==> config.mk <==
export PLATFORM = sky130hd
export DESIGN_NAME = qerv_mdu_flat
export DESIGN_NICKNAME = d
export VERILOG_FILES = /design/src/rtl/qerv_mdu_if.sv /design/src/rtl/qerv_mdu.sv /design/src/flat_wrapper.sv
export SDC_FILE = /design/constraint.sdc
export NUM_CORES = 1
export LEC_CHECK = 0
export BUFFER_PORTS_ARGS = -buffer_cell sky130_fd_sc_hd__clkbuf_2
export CAP_MARGIN = 20
export CORE_ASPECT_RATIO = 1.4
export CORE_UTILIZATION = 55
export CTS_CLUSTER_SIZE = 16
export DETAILED_ROUTE_END_ITERATION = 6
export GPL_ROUTABILITY_DRIVEN = 0
export PLACE_DENSITY_LB_ADDON = 0.3
export SLEW_MARGIN = 20
export SYNTH_ARGS = -nofsm -noshare
export SYNTH_HDL_FRONTEND = slang
export SYNTH_SLANG_ARGS = --single-unit
==> constraint.sdc <==
create_clock -name clk -period 4 [get_ports clk]
set_clock_uncertainty 0.1 [all_clocks]
set_input_delay 0.4 -clock clk [delete_from_list [all_inputs] [get_ports clk]]
set_output_delay 0.4 -clock clk [all_outputs]
set_load 0.1 [all_outputs]
==> src/rtl/qerv_mdu_if.sv <==
// qerv_mdu_if: request/response bundle between the qerv core and its MDU.
// master = core side (drives request), slave = MDU side (drives result).
interface qerv_mdu_if;
    logic        i_mdu_valid;
    logic [31:0] i_ext_rs1;
    logic [31:0] i_ext_rs2;
    logic [2:0]  i_ext_funct3;
    logic [31:0] o_ext_rd;
    logic        o_ext_ready;

    modport master (
        output i_mdu_valid, i_ext_rs1, i_ext_rs2, i_ext_funct3,
        input  o_ext_rd, o_ext_ready
    );

    modport slave (
        input  i_mdu_valid, i_ext_rs1, i_ext_rs2, i_ext_funct3,
        output o_ext_rd, o_ext_ready
    );
endinterface

==> src/rtl/qerv_mdu.sv <==
// qerv_mdu: iterative RV32M multiply/divide responder, one bit per clock.
// Multiply is LSB-first shift-add, divide is MSB-first restoring division,
// both on operand magnitudes with sign fix-up in a final FIX cycle.
// Define QERV_MDU_DIV_EN to include the divider; without it (Zmmul build)
// divide requests complete with a zero result.
module qerv_mdu (
    input  logic      clk,
    input  logic      i_rst_n,
    qerv_mdu_if.slave mdu
);

    typedef enum logic [1:0] {IDLE, CALC, FIX, DONE} state_t;

    state_t      state;
    logic [2:0]  f3;
    logic [31:0] opnd;   // multiplicand |A| or divisor |B|
    logic [63:0] acc;    // mul: {partial, multiplier}; div: {remainder, quotient}
    logic        neg;    // result needs negation
    logic [4:0]  cnt;

    logic        in_div, sa, sb, a_neg, b_neg, neg_in;
    logic [31:0] a_mag, b_mag;
    logic [32:0] mul_sum;
    logic [63:0] step;
    logic [63:0] prod_fix;
    logic [31:0] mul_res;
    logic [31:0] result;
`ifdef QERV_MDU_DIV_EN
    logic [32:0] r_sh, diff;
    logic        q_bit;
    logic [31:0] div_sel;
`endif

    // Request decode: operand signedness, magnitudes and result sign
    always_comb begin
        in_div = mdu.i_ext_funct3[2];
        sa     = in_div ? ~mdu.i_ext_funct3[0]
                        : (mdu.i_ext_funct3[1:0] == 2'b01) || (mdu.i_ext_funct3[1:0] == 2'b10);
        sb     = in_div ? ~mdu.i_ext_funct3[0] : (mdu.i_ext_funct3[1:0] == 2'b01);
        a_neg  = sa & mdu.i_ext_rs1[31];
        b_neg  = sb & mdu.i_ext_rs2[31];
        a_mag  = a_neg ? (~mdu.i_ext_rs1 + 32'd1) : mdu.i_ext_rs1;
        b_mag  = b_neg ? (~mdu.i_ext_rs2 + 32'd1) : mdu.i_ext_rs2;
        if (!in_div)
            neg_in = a_neg ^ b_neg;
        else if (mdu.i_ext_funct3[1])
            neg_in = a_neg;
        else
            neg_in = (a_neg ^ b_neg) && (mdu.i_ext_rs2 != '0);
    end

    // One iteration of the shift-add multiplier or restoring divider
    always_comb begin
        mul_sum = {1'b0, acc[63:32]} + (acc[0] ? {1'b0, opnd} : 33'd0);
        step    = {mul_sum, acc[31:1]};
`ifdef QERV_MDU_DIV_EN
        r_sh  = {acc[63:32], acc[31]};
        diff  = r_sh - {1'b0, opnd};
        q_bit = ~diff[32];
        if (f3[2])
            step = {q_bit ? diff[31:0] : r_sh[31:0], acc[30:0], q_bit};
`endif
    end

    // Sign correction and result select for the FIX cycle
    always_comb begin
        prod_fix = neg ? (~acc + 64'd1) : acc;
        mul_res  = (f3[1:0] == 2'b00) ? prod_fix[31:0] : prod_fix[63:32];
`ifdef QERV_MDU_DIV_EN
        div_sel  = f3[1] ? acc[63:32] : acc[31:0];
        result   = f3[2] ? (neg ? (~div_sel + 32'd1) : div_sel) : mul_res;
`else
        result   = f3[2] ? '0 : mul_res;
`endif
    end

    // Controller and datapath registers
    always_ff @(posedge clk or negedge i_rst_n) begin
        if (!i_rst_n) begin
            state           <= IDLE;
            f3              <= '0;
            opnd            <= '0;
            acc             <= '0;
            neg             <= 1'b0;
            cnt             <= '0;
            mdu.o_ext_rd    <= '0;
            mdu.o_ext_ready <= 1'b0;
        end else begin
            mdu.o_ext_ready <= 1'b0;
            case (state)
                IDLE: if (mdu.i_mdu_valid) begin
                    f3  <= mdu.i_ext_funct3;
                    neg <= neg_in;
                    cnt <= '0;
                    if (in_div) begin
                        opnd <= b_mag;
                        acc  <= {32'd0, a_mag};
                    end else begin
                        opnd <= a_mag;
                        acc  <= {32'd0, b_mag};
                    end
`ifdef QERV_MDU_DIV_EN
                    state <= CALC;
`else
                    // Divide skips CALC; FIX supplies the zero result so
                    // ready lands two edges after acceptance.
                    state <= in_div ? FIX : CALC;
`endif
                end
                CALC: begin
                    acc <= step;
                    cnt <= cnt + 5'd1;
                    if (cnt == 5'd31)
                        state <= FIX;
                end
                FIX: begin
                    mdu.o_ext_rd    <= result;
                    mdu.o_ext_ready <= 1'b1;
                    state           <= DONE;
                end
                default: state <= IDLE;
            endcase
        end
    end

endmodule
==> src/flat_wrapper.sv <==
// flat-port wrapper written by rule: the top's interface ports become plain ports
module qerv_mdu_flat 
  (clk, i_rst_n, mdu_i_mdu_valid, mdu_i_ext_rs1, mdu_i_ext_rs2, mdu_i_ext_funct3, mdu_o_ext_rd, mdu_o_ext_ready);
  qerv_mdu_if mdu_i ();
  input  logic clk;
  input  logic i_rst_n;
  input wire logic [$bits(mdu_i.i_mdu_valid)-1:0] mdu_i_mdu_valid;
  input wire logic [$bits(mdu_i.i_ext_rs1)-1:0] mdu_i_ext_rs1;
  input wire logic [$bits(mdu_i.i_ext_rs2)-1:0] mdu_i_ext_rs2;
  input wire logic [$bits(mdu_i.i_ext_funct3)-1:0] mdu_i_ext_funct3;
  output wire logic [$bits(mdu_i.o_ext_rd)-1:0] mdu_o_ext_rd;
  output wire logic [$bits(mdu_i.o_ext_ready)-1:0] mdu_o_ext_ready;
  assign mdu_i.i_mdu_valid = mdu_i_mdu_valid;
  assign mdu_i.i_ext_rs1 = mdu_i_ext_rs1;
  assign mdu_i.i_ext_rs2 = mdu_i_ext_rs2;
  assign mdu_i.i_ext_funct3 = mdu_i_ext_funct3;
  assign mdu_o_ext_rd = mdu_i.o_ext_rd;
  assign mdu_o_ext_ready = mdu_i.o_ext_ready;
  qerv_mdu u_core (.clk(clk), .i_rst_n(i_rst_n), .mdu(mdu_i));
endmodule
# == Yosys cells after proc, flatten, opt, wreduce, memory -nomap -nowiden ==
# Cells that the tools add are included.
# totals
ff_bits,140
latchBits,0
ram_bits,0
rom_bits,0
in_bits,70
output_inout_bits,33
word_cells,57
mem_count,0
# classes
n_addsub,5
mul,0
div_mod_pow,0
n_lt_le_gt_ge,0
eq_ne,7
shifts,0
mux,21
bitwise,7
n_reduce_logical,9
# op_table
op,count
$mux W32,7
$mux W64,2
$pmux W64 S2,1
$add A32 B1 Y32 const B,2
$add A64 B1 Y64 const B,1
$not A32 Y32,2
$not A64 Y64,1
$add A32 B33 Y33,1
$reduce_bool A32 Y1,1
$pmux W5 S2,1
$mux W2,3
$pmux W2 S3,1
$reduce_and A2 Y1,3
$add A5 B1 Y5 const B,1
$eq A5 B5 Y1 const B,1
$mux W1,5
$mux W5,1
$eq A2 B1 Y1 const B,2
$eq A2 B2 Y1 const B,2
$logic_not A2 Y1,2
$and A1 B1 Y1,2
$ne A2 B1 Y1 const B,1
$ne A2 B2 Y1 const B,1
$reduce_bool A2 Y1,1
other kinds (4),4

# == Depth between registers and ports, before layout ==
# logic_depth
depth_word,8
mapped_depth,12
ltp_nobuf,11

# == Least setup slack after synthesis ==
# OpenSTA, ideal clock, no wires.
# synth_path
path_type,reg2reg
start,register u_core.acc[0]
end,register u_core.acc[61]
setup_ns,0.126
arrival_ns,2.927
required_ns,3.774
setup_slack_ns,0.847
path_stages_with_launch,12
n_path_buf,2
synth_period_minus_slack_ns,3.153
cell_sequence,dfrtp_1 > clkbuf_1 > and2_1 > ha_1 > clkbuf_1 > nand4_1 > or4_1 > a31o_2 > nor3b_1 > o221ai_1 > a211oi_1 > a221o_1
# synth_via
elab_chain_cells,3
# synth_lines
item,line_no,text
start: declaration,qerv_mdu.sv:17,logic [63:0] acc;
start signal: assignment,qerv_mdu.sv:97,"acc <= {32'd0, a_mag};"
start signal: assignment,qerv_mdu.sv:100,"acc <= {32'd0, b_mag};"
start signal: assignment,qerv_mdu.sv:111,acc <= step;
$mux W32,qerv_mdu.sv:54,"mul_sum = {1'b0, acc[63:32]} + (acc[0] ? {1'b0, opnd} : 33'd0);"
$add A32 B33 Y33,qerv_mdu.sv:54,
$pmux W64 S2,qerv_mdu.sv:90,case (state)
# Every way passes these cells.
# A chain may end at the register's enable or synchronous reset.

# == Worst setup path in the final report ==
# layout_path
start,register u_core.acc[0]
end,register u_core.acc[59]
# Same word-level chain as after synthesis.

==> results.md <==
* Reg-to-reg startpoint: u_core.acc[0]$_DFFE_PN0P_
* Port bufs at 102
* Type of the most critical hold path: input port to flop
* # resized after CTS at 0
* Total core area at 19900 um2
* Vias at 11400
* Worst Reg2Reg Path Length in Cells at 12
* Synth Flop Type: dfrtp_1
* First-pass GRT wire length at about 55 mm
* Remaining global-route overflow at 0
* Die Area at 20900 um2
* WHS Endpoint: u_core.f3[0]$_DFFE_PN0P_
* CP Max Fanout at 17
* Max Buffers Root-to-Sink at 2
* Placement row count at 61
* Largest net degree at the start of global routing at a little over 90
* Post-synthesis xor/xnor area fraction at 0.0994
* ANT nets after route at 0
* Area Growth Syn to Fin at 11.6%
* Final setup fails at 0
* Post-Synthesis Net Count at 1495
* Worst-Margin Slew at 0.869 ns
* Compound-Gate Fraction of Synth Area at 0.251
* Adder-Cell Fraction of Synth Area at 0.0488
* Total chip power at 0.00968 W
* Avg WL per Cell at 20.0 um
* Critical Path AT at 3.64 ns
* Main combinational cell family by area after synthesis: compound AO/OA/AOI/OAI gates
* Data required, critical path at 4.21 ns
* Worst R2R End: u_core.acc[59]$_DFFE_PN0P_
* Min Tclk post-route at 3.43 ns
* Top achievable clock speed at 0.291 GHz
* Starting Density at 0.562
* H-tree Lvls at 4
* Synth Area in Simple Gates at 0.229
* Final Max Slew Viols at 0
* Initial DRC Count at roughly 1100
* Detailed Place HPWL at 26.1 mm
* Vias in the first global route at roughly 11000
* CTS tree: yes
* Initial antenna violation count at 0
* Mapped cell area at 11200 um2
* Layout cells sized above 1 at 0.131
* Normalized max-slew margin at 0.420
* Root Buffer: clkbuf_16
* Final wirelength at 34.1 mm
* Synth async-reset ratio at 1.00
* Die height at 171 um
* Unrepaired setup endpoints after global routing: false
* EDFF count, synth at 0
* Final hold viol count at 0
* Pre-CTS setup slack at 0.656 ns
* Clk Latency, worst-skew pair at 0.43 ns
* Vias per inst at 6.66
* Clk slew on worst S/H paths at 0.06 ns
* Synthesized instance count at ~1400
* Filler cells at 1780
* Ports at 103
* Syn_area_per_cell at 8.10 um2
* Power Density at 776 nW/um2
* Ant. Diodes at 0
* Final worst slack at 0.569 ns
* Yosys cell types at 75
* Register area share after synthesis at 0.313
* CTS Buf Count at 17
* Flop-to-flop setup slack at 0.57 ns
* Crit end category: flop
* Max Cap Viol at 0
* Outcome: finished clean
* TNS Setup at 0 ns
* # clock sinks at 140
* Nets at between 1500 and 2000
* Critical Path Start Type: flop
* Fraction of synthesized area in multiplexers at 0.0214
* Post-synthesis register bit count at 140
* Pre-antenna DRT Iters at 6
* Maximum vdd ir drop at 0.392 mV
* Critical setup path kind: flop to flop
* Post-layout util at 0.627
* Width of the die at 123 um
* Period utilisation layout at 0.858
* Min-delay src: mdu_i_ext_funct3[0]
* Hold Path Cell Cnt at 2
* DRC errors left at 0
* Total track usage at 0.339
* P_leak at 5.45 nW
* Ys Warns at 0
area by class of cell:
class	count	area (um2)	area share
repair buffers	122	669	0.0536
well taps	252	315	0.0253
inverters	28	105	0.00842
flip-flops and latches	140	3500	0.281
multi-input cells	1131	7270	0.583
clock buffers	17	425	0.0341
clock inverters	15	188	0.0150
registers in the layout, summed over array words and instances (netlist names):
name and count:
u_core.mdu.o_ext_ready 1, u_core.neg 1, u_core.cnt 5, u_core.f3 3, u_core.state 2, u_core.mdu.o_ext_rd 32, u_core.acc 64, u_core.opnd 32
what timing repair did:
| action | CTS | global route |
|---|---|---|
| endpoints found under the hold margin | 48 | 0 |
| setup buffers | 0 | 0 |
| endpoints found under the setup margin | 0 | 0 |
| hold buffers | 1 | 0 |
Yosys cell counts, types with 8 or more instances:
| library cell | number | area [um2] |
|---|---|---|
| nand2_1 | 169 | 634 |
| dfrtp_1 | 140 | 3500 |
| nor2_1 | 113 | 424 |
| o21ai_0 | 110 | 551 |
| a21oi_1 | 88 | 440 |
| clkbuf_1 | 75 | 282 |
| xor2_1 | 74 | 648 |
| xnor2_1 | 53 | 464 |
| ha_1 | 42 | 526 |
| o221ai_1 | 38 | 333 |
| and2_1 | 35 | 219 |
| nand3_1 | 30 | 150 |
| inv_1 | 28 | 105 |
| o31ai_1 | 28 | 210 |
| and3_1 | 26 | 163 |
| nor3_1 | 24 | 120 |
| a21o_1 | 21 | 158 |
| or3_1 | 21 | 131 |
| o41ai_1 | 20 | 175 |
| nand4_1 | 18 | 113 |
| mux2i_1 | 16 | 160 |
| a31oi_1 | 14 | 87.6 |
| or4_1 | 14 | 105 |
| nor4_1 | 13 | 81.3 |
| a211oi_1 | 12 | 90.1 |
| a221o_1 | 12 | 120 |
| o211ai_1 | 12 | 90.1 |
| or2_2 | 12 | 75.1 |
| nand2b_1 | 11 | 68.8 |
| o21a_1 | 9 | 67.6 |
| nor2b_1 | 8 | 50.1 |
per-layer routing:
layer	wire length [um]	GRT usage	up-vias
met5	0	0	-
met4	1970	0.191	0
met3	2890	0.0507	141
met2	16000	0.556	635
met1	13300	0.421	5362
li1	-	-	5214
critical path, stage by stage (launching register included):
cell and delay (ns):
dfrtp_1 0.58, and2_1 0.19, ha_1 0.15, inv_1 0.06, fa_1 0.41, nor2b_1 0.15, o211ai_1 0.17, a21boi_0 0.26
o21ai_0 0.11, buf_4 0.16, a2111oi_0 0.54, o31ai_1 0.14, a32o_1 0.28
stage by stage:
| step | instance area [um2] | hold slack [ns] | instances |
|---|---|---|---|
| 2_1_floorplan | 11200 | 0.00441 | 1382 |
| 3_3_place_gp | 11900 | 0.354 | 1672 |
| 3_5_place_dp | 11900 | 0.364 | 1672 |
| 4_1_cts | 12500 | 0.164 | 1705 |
| 5_1_grt | 12500 | 0.185 | 1705 |
| 6_report | 12500 | 0.171 | 1705 |
logic make-up after synthesis:
kind of cell,Yosys count
AO/OA/AOI/OAI,420
XOR/XNOR,127
adder cells (fa/ha/maj),43
buffers and inverters,111
flip-flops,140
multiplexers,23
AND/OR/NAND/NOR,518
layout by cell type (no fill, tap or decap), drive strengths merged, types with 38 or more instances in the layout:
cell,count
xnor2,53
dfrtp,140
o21ai,112
nor2,113
nand2,169
xor2,74
o221ai,38
clkbuf,118
ha,42
a21oi,88
where the power goes:
part           internal (W)  switching [W]
sequential          0.00199       0.000774
clock              0.000989       0.000660
combinational       0.00173        0.00354
worst max-delay path by stage:
stage                                       to  slack [ns]  cells after the start                       from
floorplan           u_core.acc[61]$_DFFE_PN0P_        0.85                     11  u_core.acc[0]$_DFFE_PN0P_
global placement    u_core.acc[61]$_DFFE_PN0P_        0.77                     10  u_core.acc[0]$_DFFE_PN0P_
detailed placement  u_core.acc[59]$_DFFE_PN0P_        0.66                     12  u_core.acc[0]$_DFFE_PN0P_
CTS                 u_core.acc[59]$_DFFE_PN0P_        0.64                     12  u_core.acc[0]$_DFFE_PN0P_
global route        u_core.acc[59]$_DFFE_PN0P_        0.34                     12  u_core.acc[0]$_DFFE_PN0P_
finish              u_core.acc[59]$_DFFE_PN0P_        0.57                     12  u_core.acc[0]$_DFFE_PN0P_
(Power assumes the default switching activity.)
